==> src/rtl/fetch_imem_if.sv <==
// Request/valid handshake between the fetch stage and instruction memory or I-cache.
// The fetch stage is the master; the memory side is the slave.
interface fetch_imem_if;
  logic        imem_req;
  logic [15:0] imem_addr;
  logic [15:0] imem_data;
  logic        imem_valid;

  modport master (output imem_req, output imem_addr, input imem_data, input imem_valid);
  modport slave  (input imem_req, input imem_addr, output imem_data, output imem_valid);
endinterface

==> src/rtl/fetch_stage.sv <==
// Fetch stage plus IF/ID pipeline register.
// It keeps one memory transfer outstanding, honours decode stall/flush, and stops fetching on HLT.
module fetch_stage #(
  parameter logic [15:0] RESET_PC   = 16'h0000,
  parameter logic [15:0] NOP_INSTR  = 16'hE000,
  parameter logic [3:0]  HLT_OPCODE = 4'hF
) (
  input  logic          clk,
  input  logic          rst_n,
  input  logic          stall,
  input  logic          flush,
  input  logic [15:0]   branch_pc,
  fetch_imem_if.master  imem,
  output logic [15:0]   curr_pc_fd,
  output logic [15:0]   next_pc_fd,
  output logic [15:0]   curr_instr_fd,
  output logic          valid_fd,
  output logic          halted
);

  typedef enum logic [1:0] {FETCH, DRAIN, HOLD, HALT} state_t;

  state_t      state_q, state_d;
  logic [15:0] pc_q, pc_d;
  logic [15:0] redirect_q, redirect_d;
  logic [15:0] buf_q, buf_d;
  logic [15:0] cpc_q, cpc_d;
  logic [15:0] npc_q, npc_d;
  logic [15:0] instr_q, instr_d;
  logic        vfd_q, vfd_d;

  logic        ifLoad;
  logic        ifBubble;
  logic [15:0] loadWord;
  logic [15:0] pcPlus2;

  assign pcPlus2        = pc_q + 16'd2;
  assign imem.imem_req  = (state_q == FETCH) || (state_q == DRAIN);
  // The address is the PC register itself, so it cannot move until the FSM retires the transfer.
  assign imem.imem_addr = pc_q;
  assign halted         = (state_q == HALT);
  assign curr_pc_fd     = cpc_q;
  assign next_pc_fd     = npc_q;
  assign curr_instr_fd  = instr_q;
  assign valid_fd       = vfd_q;

  always_ff @(posedge clk) begin
    if (!rst_n) begin
      state_q    <= FETCH;
      pc_q       <= RESET_PC;
      redirect_q <= RESET_PC;
      buf_q      <= NOP_INSTR;
      cpc_q      <= 16'h0000;
      npc_q      <= 16'h0000;
      instr_q    <= NOP_INSTR;
      vfd_q      <= 1'b0;
    end else begin
      state_q    <= state_d;
      pc_q       <= pc_d;
      redirect_q <= redirect_d;
      buf_q      <= buf_d;
      cpc_q      <= cpc_d;
      npc_q      <= npc_d;
      instr_q    <= instr_d;
      vfd_q      <= vfd_d;
    end
  end

  always_comb begin
    state_d    = state_q;
    pc_d       = pc_q;
    redirect_d = redirect_q;
    buf_d      = buf_q;
    ifLoad     = 1'b0;
    ifBubble   = 1'b0;
    loadWord   = imem.imem_data;

    unique case (state_q)
      FETCH: begin
        if (imem.imem_valid) begin
          if (flush) begin
            pc_d     = branch_pc;
            ifBubble = 1'b1;
          end else if (stall) begin
            buf_d   = imem.imem_data;
            state_d = HOLD;
          end else begin
            ifLoad = 1'b1;
            pc_d   = pcPlus2;
            if (imem.imem_data[15:12] == HLT_OPCODE) state_d = HALT;
          end
        end else if (flush) begin
          redirect_d = branch_pc;
          ifBubble   = 1'b1;
          state_d    = DRAIN;
        end else if (!stall) begin
          ifBubble = 1'b1;
        end
      end
      DRAIN: begin
        // The word coming back belongs to the wrong path; only its completion matters.
        if (flush) redirect_d = branch_pc;
        if (imem.imem_valid) begin
          pc_d    = flush ? branch_pc : redirect_q;
          state_d = FETCH;
        end
        ifBubble = !(stall && !flush);
      end
      HOLD: begin
        loadWord = buf_q;
        if (flush) begin
          pc_d     = branch_pc;
          ifBubble = 1'b1;
          state_d  = FETCH;
        end else if (!stall) begin
          ifLoad  = 1'b1;
          pc_d    = pcPlus2;
          state_d = (buf_q[15:12] == HLT_OPCODE) ? HALT : FETCH;
        end
      end
      HALT: begin
        if (flush) begin
          pc_d     = branch_pc;
          ifBubble = 1'b1;
          state_d  = FETCH;
        end else if (!stall) begin
          ifBubble = 1'b1;
        end
      end
      default: state_d = FETCH;
    endcase

    cpc_d   = cpc_q;
    npc_d   = npc_q;
    instr_d = instr_q;
    vfd_d   = vfd_q;
    if (ifLoad) begin
      cpc_d   = pc_q;
      npc_d   = pcPlus2;
      instr_d = loadWord;
      vfd_d   = 1'b1;
    end else if (ifBubble) begin
      instr_d = NOP_INSTR;
      vfd_d   = 1'b0;
    end
  end

endmodule
==> src/flat_wrapper.sv <==
// flat-port wrapper written by rule: the top's interface ports become plain ports
module fetch_stage_flat 
#(
  parameter logic [15:0] RESET_PC   = 16'h0000,
  parameter logic [15:0] NOP_INSTR  = 16'hE000,
  parameter logic [3:0]  HLT_OPCODE = 4'hF
)
  (clk, rst_n, stall, flush, branch_pc, curr_pc_fd, next_pc_fd, curr_instr_fd, valid_fd, halted, imem_imem_req, imem_imem_addr, imem_imem_data, imem_imem_valid);
  fetch_imem_if imem_i ();
  input  logic clk;
  input  logic rst_n;
  input  logic stall;
  input  logic flush;
  input  logic [15:0] branch_pc;
  output logic [15:0] curr_pc_fd;
  output logic [15:0] next_pc_fd;
  output logic [15:0] curr_instr_fd;
  output logic valid_fd;
  output logic halted;
  output wire logic [$bits(imem_i.imem_req)-1:0] imem_imem_req;
  output wire logic [$bits(imem_i.imem_addr)-1:0] imem_imem_addr;
  input wire logic [$bits(imem_i.imem_data)-1:0] imem_imem_data;
  input wire logic [$bits(imem_i.imem_valid)-1:0] imem_imem_valid;
  assign imem_imem_req = imem_i.imem_req;
  assign imem_imem_addr = imem_i.imem_addr;
  assign imem_i.imem_data = imem_imem_data;
  assign imem_i.imem_valid = imem_imem_valid;
  fetch_stage #(.RESET_PC(RESET_PC), .NOP_INSTR(NOP_INSTR), .HLT_OPCODE(HLT_OPCODE)) u_core (.clk(clk), .rst_n(rst_n), .stall(stall), .flush(flush), .branch_pc(branch_pc), .imem(imem_i), .curr_pc_fd(curr_pc_fd), .next_pc_fd(next_pc_fd), .curr_instr_fd(curr_instr_fd), .valid_fd(valid_fd), .halted(halted));
endmodule
==> config.mk <==
export PLATFORM = sky130hd
export DESIGN_NAME = fetch_stage_flat
export DESIGN_NICKNAME = d
export VERILOG_FILES = /design/src/rtl/fetch_imem_if.sv /design/src/rtl/fetch_stage.sv /design/src/flat_wrapper.sv
export SDC_FILE = /design/constraint.sdc
export NUM_CORES = 1
export LEC_CHECK = 0
export CAP_MARGIN = 40
export CORE_MARGIN = 4
export CORE_UTILIZATION = 30
export CTS_CLUSTER_SIZE = 14
export DETAILED_ROUTE_END_ITERATION = 7
export PLACE_DENSITY = 0.51
export SYNTH_ARGS = -nofsm -noshare
export SYNTH_HDL_FRONTEND = slang
export SYNTH_SLANG_ARGS = --single-unit
==> constraint.sdc <==
create_clock -name clk -period 3.7 [get_ports clk]
set_clock_uncertainty 0.15 [all_clocks]
set_input_delay 0.925 -clock clk [delete_from_list [all_inputs] [get_ports clk]]
set_output_delay 0.925 -clock clk [all_outputs]
set_load 0.02 [all_outputs]
# Word level (Yosys, flattened, before mapping)
# Index checks and enable logic that the tools add are counted.
# totals
out_inout_bits	67
word_cells	67
in_bits	37
regBits	99
# classes
bitwise	1
n_eq_ne	13
n_addsub	1
reduce_logical	11
mux	33
# op_table
cell	n
16-bit two-way mux	10
16-bit one-hot mux with 4 select lines	1
16-bit one-hot mux with 2 select lines	1
2-bit two-way mux	10
16-bit by 2-bit adder with 16-bit output (second input constant)	1
3-bit inequality test (second input constant)	3
4-bit equality test (second input constant)	2
1-bit two-way mux	8
2-bit inequality test (second input constant)	4
2-bit one-hot mux with 4 select lines	1
6-bit AND reduction	1
2-bit equality test (second input constant)	2
4-bit inequality test (second input constant)	1
1-bit one-hot mux with 4 select lines	1
4-bit AND reduction	1
2-bit nonzero test	2
3-bit AND reduction	1
2-bit by 1-bit equality test with 1-bit output (second input constant)	1
1-bit zero test	2
2-bit zero test	1
1-bit one-hot mux with 2 select lines	1
2-bit AND reduction	1
1-bit logical AND	1
1-bit logical OR	1
1-bit inverter	1

# Logic depth before layout (Yosys ltp)
# Gate-level depths: netlist of run 1.
# depth
ltp_word	6
mapped_depth	9
depth_no_buf	6

# Worst setup path after synthesis of run 1
# No wires, ideal clock.
# synth_path
path_type	in2reg
startpoint	in flush
endpoint	reg u_core.npc_q[1], in the netlist u_core.next_pc_fd[1]
stages	8
n_path_buf	3
slack_ns	1.298
setup_time_ns	0.115
t_required_ns	3.435
arrival_ns	2.137
path_cell_list	or2_1 buf_6 or3_1 buf_6 buf_6 nand2_1 o21ai_1 and2_1
# synth_via
elab_chain_len	3
# synth_lines
element	line_no	source
start, declared	flat_wrapper.sv:13	input logic flush;
1-bit two-way mux *	fetch_stage.sv:111	if (flush) begin
1-bit two-way mux	fetch_stage.sv:80	if (imem.imem_valid) begin
1-bit one-hot mux with 2 select lines *	fetch_stage.sv:78	unique case (state_q)
end signal, assigned	fetch_stage.sv:63	npc_q <= npc_d;
end, declared	fetch_stage.sv:28	logic [15:0] npc_q, npc_d;
# Every way passes the cells marked *; elsewhere a longest branch is shown, timed or not.
# A chain may end at the register's enable or synchronous reset.

# Final worst setup path of run 1
# layout_path
startpoint	in flush
endpoint	reg u_core.buf_q[0]
# layout_via
elab_chain_len	2
# layout_lines
element	line_no	source
1-bit inverter (no source line)	-	
4-bit AND reduction (no source line)	-	
end signal, assigned	fetch_stage.sv:61	buf_q <= buf_d;
end, declared	fetch_stage.sv:26	logic [15:0] buf_q, buf_d;
# Every way passes these cells.

==> results of run 1 <==
## registers in the layout, indices dropped and copies added (netlist names)
| name | flops |
|---|---|
| u_core.buf_q | 16 |
| u_core.curr_instr_fd | 16 |
| u_core.curr_pc_fd | 16 |
| u_core.imem.imem_addr | 16 |
| u_core.next_pc_fd | 15 |
| u_core.redirect_q | 16 |
| u_core.state_q | 2 |
| u_core.valid_fd | 1 |
## power breakdown
| part | leakage [nW] | switching, W | internal, W | total (W) |
|---|---|---|---|---|
| registers | 0.798 | 0.0000475 | 0.00110 | 0.00115 |
| logic | 1.23 | 0.000226 | 0.000176 | 0.000402 |
| clock network | 0.147 | 0.000397 | 0.000561 | 0.000958 |
## worst min-delay path: stages (launching register included)
cell      delay, ns
dfxtp_1        0.31
nand2_1        0.05
a21boi_1       0.05
## cell usage in the layout (no fill, tap or decap), drive strengths merged, types with 2 or more instances in the layout
master	netlist	final
nand2	171	171
clkdlybuf4s50	0	102
dfxtp	98	98
a21boi	49	49
a21oi	49	49
o21ai	36	36
nor2	20	20
nor2b	19	19
nand3	17	17
clkbuf	32	14
buf	19	13
nor3	10	10
xor2	8	8
nor3b	8	8
o211a	7	7
inv	6	6
xnor2	5	5
o22ai	5	5
and2	4	4
nand2b	4	4
nand4	3	3
or3	3	3
and3	3	3
a221oi	3	3
a22oi	3	3
nor4	2	2
or4	2	2
a2bb2oi	2	2
o211ai	2	2
o2111ai	2	2
o21bai	2	2
or2	2	2
## kinds of logic (layout without fill, tap and decap cells)
| kind of cell | count (synthesis) | in the layout |
|---|---|---|
| and+or+nand+nor | 269 | 269 |
| AOI/OAI and AO/OA | 169 | 169 |
| DFF | 98 | 98 |
| buffers and inverters | 57 | 137 |
| xor gates and xnor gates | 13 | 13 |
| adders and majority gates | 1 | 1 |
| muxes | 1 | 1 |
## area by class of cell
class                      count  share of cell area [%]
multi-input combinational    453                   40.22
sequential                    98                   31.90
clock inverter                 2                  0.5697
tap                          211                   4.293
timing repair buffer         115                   18.35
clock buffer                  14                   4.293
inverter                       6                  0.3662
## worst max-delay path by stage
stage	slack, ns	depth (start not counted)	to
after CTS	0.79	4	halted
after global routing	0.64	7	u_core.buf_q[3]
after floorplan	1.30	8	u_core.next_pc_fd[1]
after detailed placement	0.48	7	u_core.buf_q[3]
after global placement	0.60	7	u_core.buf_q[13]
final	0.80	7	u_core.buf_q[0]
## stage by stage
step,cells,power [W],instance area [µm²],utilization (%)
6_report,899,0.002512,6150,40.30
4_1_cts,899,0.002550,6150,40.30
3_5_place_dp,883,0.001581,5851,38.34
3_3_place_gp,883,0.001577,5851,38.34
2_1_floorplan,608,0.001402,4690,-
5_1_grt,899,0.002632,6150,40.30
## layer usage
metal  wire [µm]  track usage [%]  share of wire [%]
met5           0                0                  0
met4         163            3.522                1.2
met3         855            5.247                6.1
met2        6711            27.14                 48
met1        6286            19.25                 45
==> flow_results.xml, run 1 <==
<?xml version="1.0" encoding="UTF-8"?>
<metrics>
  <group name="outcome">
    <metric name="outcome" unit="">completed</metric>
  </group>
  <group name="sta">
    <metric name="worst_hold_margin" unit="ns">0.3061</metric>
    <metric name="maxSlewHeadroom" unit="%">57.29</metric>
    <metric name="number_of_failing_setup_endpoints_in_the_final_timing_report" unit="">0</metric>
    <metric name="fmaxAchievable" unit="GHz">0.3450</metric>
    <metric name="period_needed" unit="ns">2.898</metric>
    <metric name="fin_crit_sh" unit="%">78.33</metric>
    <metric name="tns" unit="ns">0</metric>
    <metric name="timing_hold_violations_final" unit="">0</metric>
    <metric name="slew_violations" unit="">0</metric>
    <metric name="setup_slack" unit="ns">0.8018</metric>
    <metric name="worst-slew-pin-transition" unit="ns">0.6406</metric>
    <metric name="setup_repair_after_global_routing_missed_its_margin" unit="">false</metric>
  </group>
  <group name="layout">
    <metric name="fillCellCount" unit="">1620</metric>
    <metric name="area_growth" unit="%">31.14</metric>
    <metric name="final-seq-area" unit="µm²">1962</metric>
    <metric name="area_of_the_multi_input_gates" unit="µm²">2474</metric>
    <metric name="final_nets" unit="">721</metric>
    <metric name="insertedDiodeCount" unit="">0</metric>
    <metric name="drive_above_1_share" unit="%">6.395</metric>
  </group>
  <group name="clocking">
    <metric name="cts_made_buffers" unit="">9</metric>
    <metric name="worstSkewPairLatency" unit="ns">0.35</metric>
    <metric name="clock_path_buffers" unit="">2</metric>
    <metric name="cts_post_setup_buffers_inserted" unit="">0</metric>
    <metric name="tritoncts" unit="">built</metric>
    <metric name="cts.hold.buffers_added" unit="">0</metric>
    <metric name="clock_sinks" unit="">98</metric>
    <metric name="clk_pin_slew" unit="ns">0.06</metric>
    <metric name="postCtsResizedCells" unit="">0</metric>
    <metric name="htree_num_levels" unit="">3</metric>
    <metric name="root_buffer" unit="">clkbuf_16</metric>
  </group>
  <group name="synthesis">
    <metric name="synth_largest_type_area_fraction" unit="%">41.84</metric>
    <metric name="netlist_instances" unit="">608</metric>
    <metric name="number_of_flops_mapped_to_enable_cells_by_yosys" unit="">0</metric>
    <metric name="synth.net_count" unit="">646</metric>
    <metric name="synthesis.yosys.warnings" unit="">0</metric>
    <metric name="synth-compound-area-share" unit="%">23.83</metric>
    <metric name="synth_top_family_by_area" unit="">simple AND/OR/NAND/NOR gates</metric>
    <metric name="synth.largest_area_cell" unit="">dfxtp_1</metric>
    <metric name="yosys.cell_count.top_type" unit="">nand2_1</metric>
    <metric name="synth_area_per_cell" unit="µm²">7.713</metric>
    <metric name="yosys.cell_types.count" unit="">52</metric>
    <metric name="synth_xor_xnor_area_share" unit="%">2.428</metric>
    <metric name="synth.top_cells.by_count" unit="">171 x nand2_1, 98 x dfxtp_1, 45 x a21boi_0, 42 x a21oi_1, 35 x o21ai_0</metric>
    <metric name="synth.mux.area_fraction" unit="%">0.2134</metric>
    <metric name="synth_simple_gate_area_share" unit="%">25.77</metric>
    <metric name="yosys.area_share.adder" unit="%">0.2668</metric>
    <metric name="netlist_top_cells_area" unit="">dfxtp_1 42%, nand2_1 14%, a21boi_0 7.2%</metric>
    <metric name="asyncSetResetFlopFracSynth" unit="%">0</metric>
    <metric name="synth.ff_latch_count" unit="">98</metric>
    <metric name="synthFlopType" unit="">dfxtp_1</metric>
    <metric name="synth_seq_area_share" unit="%">41.84</metric>
    <metric name="synthesis.area" unit="µm²">4689</metric>
  </group>
  <group name="setup_path">
    <metric name="worst_setup_path_end_kind" unit="">flop</metric>
    <metric name="worst-path-buf-inv" unit="">3</metric>
    <metric name="reg2reg_from" unit="">u_core.imem.imem_addr[1]</metric>
    <metric name="timing_worst_setup_path_type" unit="">primary input to flop</metric>
    <metric name="critical_path.cell_chain" unit="">clkdlybuf4s50_1 -&gt; buf_4 -&gt; inv_1 -&gt; nand2_1 -&gt; or3_1 -&gt; nand2_1 -&gt; a21boi_0</metric>
    <metric name="kind_of_cell_adding_the_most_delay_to_the_critical_path" unit="">buffers and inverters</metric>
    <metric name="cp-start-kind" unit="">primary input</metric>
    <metric name="critical_path.startpoint" unit="">flush</metric>
    <metric name="crit-reg2reg-capture" unit="">u_core.imem.imem_addr[13]</metric>
    <metric name="worstPathRequired" unit="ns">3.81</metric>
    <metric name="critPathMaxFanout" unit="">40</metric>
    <metric name="slowest_cell_delay_on_critical_path" unit="ns">0.52</metric>
    <metric name="rr_worst_depth" unit="">6</metric>
    <metric name="worst-r2r-setup-slack" unit="ns">1.23</metric>
    <metric name="crit_path_frequent_cell" unit="">nand2_1</metric>
    <metric name="worstPathArrival" unit="ns">3.01</metric>
    <metric name="cpMaxStageDelayCell" unit="">or3_1</metric>
  </group>
  <group name="detailed_routing">
    <metric name="vias_per_cell" unit="">4.912</metric>
    <metric name="drc_errors" unit="">0</metric>
    <metric name="routed_length_per_instance" unit="µm">15.59</metric>
    <metric name="detail-route-antenna-nets" unit="">0</metric>
    <metric name="via_count" unit="">4416</metric>
    <metric name="route.final.wire_length" unit="mm">14.02</metric>
    <metric name="dr.pass1.iters" unit="">4</metric>
    <metric name="drt_iter0_drcs" unit="">205</metric>
  </group>
  <group name="grt">
    <metric name="globalRoute.totalOverflow" unit="">0</metric>
    <metric name="grt_start_max_net_pins" unit="">69</metric>
    <metric name="grt_antenna_before_repair" unit="">0</metric>
    <metric name="gr-usage-all-layers" unit="%">15.82</metric>
    <metric name="grt_pass1_wl" unit="mm">22.63</metric>
    <metric name="first_global_vias" unit="">4295</metric>
  </group>
  <group name="floorplanning">
    <metric name="fp.dieArea" unit="µm²">17700</metric>
    <metric name="fp.dieH" unit="µm">133.0</metric>
    <metric name="die_width" unit="µm">133.0</metric>
    <metric name="start_util" unit="%">30.73</metric>
    <metric name="std_cell_rows" unit="">45</metric>
    <metric name="io-pin-count" unit="">104</metric>
    <metric name="placeableCoreArea" unit="µm²">15260</metric>
  </group>
  <group name="hold_path">
    <metric name="worst_hold_depth" unit="">2</metric>
    <metric name="worst_hold_path_type" unit="">flop to flop</metric>
    <metric name="worst_hold_startpoint" unit="">u_core.redirect_q[6]</metric>
    <metric name="hold-path-endpoint" unit="">u_core.redirect_q[6]</metric>
  </group>
  <group name="flow_run">
    <metric name="cap_viol_max_count" unit="">0</metric>
  </group>
  <group name="pwr">
    <metric name="power.density" unit="nW/µm²">408.4</metric>
    <metric name="ir_drop" unit="µV">226.7</metric>
    <metric name="power_leakage" unit="nW">2.173</metric>
  </group>
  <group name="place">
    <metric name="buffer_ports.inserted" unit="">103</metric>
    <metric name="dp_slack" unit="ns">0.4808</metric>
    <metric name="dp_hpwl" unit="mm">9.696</metric>
    <metric name="finalWeightedCongestion" unit="">0.7892</metric>
  </group>
</metrics>
No activity file was read; power rests on OpenSTA's default activity.
==> inputs of run 2 (changes only) <==
--- a/config.mk
+++ b/config.mk
@@ -10,7 +10,7 @@
 export CORE_UTILIZATION = 30
 export CTS_CLUSTER_SIZE = 14
 export DETAILED_ROUTE_END_ITERATION = 7
-export PLACE_DENSITY = 0.51
+export PLACE_DENSITY = 0.53
 export SYNTH_ARGS = -nofsm -noshare
 export SYNTH_HDL_FRONTEND = slang
 export SYNTH_SLANG_ARGS = --single-unit
==> constraint.sdc (replaced) <==
create_clock -name clk -period 2.32 [get_ports clk]
set_clock_uncertainty 0.15 [all_clocks]
set_input_delay 0.58 -clock clk [delete_from_list [all_inputs] [get_ports clk]]
set_output_delay 0.58 -clock clk [all_outputs]
set_load 0.02 [all_outputs]
==> flow_results.xml, run 2 (synthesis gave the netlist of run 1 again) <==
<?xml version="1.0" encoding="UTF-8"?>
<metrics>
  <group name="outcome">
    <metric name="outcome" unit="">completed</metric>
  </group>
  <group name="clocking">
    <metric name="cts_post_setup_buffers_inserted" unit="">0</metric>
    <metric name="cts_made_buffers" unit="">9</metric>
    <metric name="clock_sinks" unit="">98</metric>
    <metric name="worstSkewPairLatency" unit="ns">0.36</metric>
    <metric name="cts.hold.buffers_added" unit="">0</metric>
    <metric name="tritoncts" unit="">built</metric>
    <metric name="htree_num_levels" unit="">3</metric>
    <metric name="clock_path_buffers" unit="">2</metric>
    <metric name="root_buffer" unit="">clkbuf_16</metric>
    <metric name="clk_pin_slew" unit="ns">0.08</metric>
  </group>
  <group name="layout">
    <metric name="layout_commonest_cell" unit="">nand2_1</metric>
    <metric name="layout.cell_area.non_filler" unit="µm²">6491</metric>
    <metric name="area_growth" unit="%">38.42</metric>
    <metric name="drive_above_1_share" unit="%">11.57</metric>
    <metric name="final_nets" unit="">759</metric>
    <metric name="most-common-layout-cells" unit="">171 x nand2_1, 101 x clkdlybuf4s50_1, 98 x dfxtp_1</metric>
    <metric name="fin_util" unit="%">42.54</metric>
    <metric name="insertedDiodeCount" unit="">0</metric>
  </group>
  <group name="pwr">
    <metric name="power_leakage" unit="nW">2.385</metric>
    <metric name="totalPowerFinal" unit="W">0.004113</metric>
    <metric name="power.density" unit="nW/µm²">633.6</metric>
    <metric name="ir_drop" unit="µV">347.1</metric>
  </group>
  <group name="setup_path">
    <metric name="worst-path-buf-inv" unit="">1</metric>
    <metric name="worstPathArrival" unit="ns">1.52</metric>
    <metric name="timing_worst_setup_path_type" unit="">flop to output port</metric>
    <metric name="slowest_cell_delay_on_critical_path" unit="ns">0.68</metric>
    <metric name="worstPathRequired" unit="ns">1.59</metric>
    <metric name="cp-start-kind" unit="">flop</metric>
    <metric name="kind_of_cell_adding_the_most_delay_to_the_critical_path" unit="">buffers and inverters</metric>
    <metric name="cpMaxStageDelayCell" unit="">clkdlybuf4s50_1</metric>
    <metric name="worst_setup_path_end_kind" unit="">output port</metric>
    <metric name="critical_path.cell_chain" unit="">clkdlybuf4s50_1</metric>
    <metric name="critPathMaxFanout" unit="">6</metric>
  </group>
  <group name="detailed_routing">
    <metric name="dr.pass1.iters" unit="">5</metric>
    <metric name="routed_length_per_instance" unit="µm">15.52</metric>
    <metric name="drc_errors" unit="">0</metric>
    <metric name="detail-route-antenna-nets" unit="">0</metric>
    <metric name="vias_per_cell" unit="">4.926</metric>
    <metric name="drt_iter0_drcs" unit="">286</metric>
    <metric name="route.final.wire_length" unit="mm">14.54</metric>
    <metric name="via_count" unit="">4616</metric>
  </group>
  <group name="sta">
    <metric name="number_of_failing_setup_endpoints_in_the_final_timing_report" unit="">0</metric>
    <metric name="setup_repair_after_global_routing_missed_its_margin" unit="">false</metric>
    <metric name="tns" unit="ns">0</metric>
    <metric name="timing_hold_violations_final" unit="">0</metric>
    <metric name="slew_violations" unit="">0</metric>
    <metric name="worst-slew-pin-transition" unit="ns">0.6397</metric>
    <metric name="fin_crit_sh" unit="%">97.05</metric>
    <metric name="period_needed" unit="ns">2.252</metric>
    <metric name="fmaxAchievable" unit="GHz">0.4441</metric>
    <metric name="maxSlewHeadroom" unit="%">57.35</metric>
  </group>
  <group name="floorplanning">
    <metric name="placeableCoreArea" unit="µm²">15260</metric>
    <metric name="fp.dieArea" unit="µm²">17700</metric>
    <metric name="start_util" unit="%">30.73</metric>
    <metric name="std_cell_rows" unit="">45</metric>
    <metric name="fp.dieH" unit="µm">133.0</metric>
    <metric name="die_width" unit="µm">133.0</metric>
    <metric name="io-pin-count" unit="">104</metric>
  </group>
  <group name="place">
    <metric name="finalWeightedCongestion" unit="">0.8357</metric>
    <metric name="post_dp_cell_area" unit="µm²">6186</metric>
    <metric name="buffer_ports.inserted" unit="">103</metric>
    <metric name="dp_hpwl" unit="mm">10.55</metric>
  </group>
  <group name="grt">
    <metric name="first_global_vias" unit="">4650</metric>
    <metric name="globalRoute.totalOverflow" unit="">0</metric>
    <metric name="grt_start_max_net_pins" unit="">41</metric>
    <metric name="gr-usage-all-layers" unit="%">16.50</metric>
    <metric name="grt_pass1_wl" unit="mm">23.50</metric>
    <metric name="grt_antenna_before_repair" unit="">0</metric>
  </group>
  <group name="flow_run">
    <metric name="cap_viol_max_count" unit="">0</metric>
  </group>
  <group name="hold_path">
    <metric name="worst_hold_path_type" unit="">flop to flop</metric>
  </group>
</metrics>
run 2: cell types whose count changed in the layout (fill, tap and decap cells not counted), sizes merged:
| cell | delta |
|---|---|
| clkinv | -1 |
| clkinvlp | +2 |
| dlymetal6s2s | +1 |
| clkbuf | -4 |
| clkdlybuf4s50 | -1 |
| buf | +38 |
| inv | +3 |
run 2: power breakdown:
group	switching [W]	internal (W)	leakage (nW)	total (W)
combinational	0.000388	0.000344	1.45	0.000732
sequential	0.0000631	0.00176	0.798	0.00182
clock	0.000705	0.000853	0.142	0.00156
total	0.00116	0.00296	2.39	0.00411
run 2: metrics by stage:
stage               instances  hold WS [ns]  setup slack (ns)
CTS                       937        0.3047           0.04295
finish                    937        0.3054           0.06844
floorplan                 608        0.2802            0.2627
global route              937        0.3338           0.01371
detailed placement        921        0.2928           -0.1376
global placement          921        0.2921           -0.1534
run 2: area by class of cell:
type / count / area (µm²)
Sequential cell: 98 / 1962
Tap cell: 211 / 264.0
Fill cell: 1542 / 8767
Multi-Input combinational cell: 453 / 2474
Clock buffer: 10 / 229.0
Timing Repair Buffer: 153 / 1466
Clock inverter: 6 / 73.82
Inverter: 6 / 22.52
run 2: layer usage:
metal	GRT usage, %	share of wire, %	wire length (µm)
met1	20.03	44	6405
met2	27.51	48	6920
met3	5.323	6.3	915
met4	5.600	2.0	296
met5	0	0	0
run 2: worst paths after layout:
| kind | start | end | slack [ns] | cells after the start |
|---|---|---|---|---|
| max reg2reg | u_core.imem.imem_addr[1] | u_core.imem.imem_addr[13] | 0.28 | 6 |
| max | u_core.imem.imem_addr[9] | imem_imem_addr[9] | 0.07 | 1 |
| min reg2reg | u_core.redirect_q[6] | u_core.redirect_q[6] | 0.31 | 2 |
| min | u_core.redirect_q[6] | u_core.redirect_q[6] | 0.31 | 2 |
run 2: repair_timing:
item,in CTS,in global routing
hold endpoints to repair,0,0
setup endpoints to repair,0,1
gates resized for setup,0,1
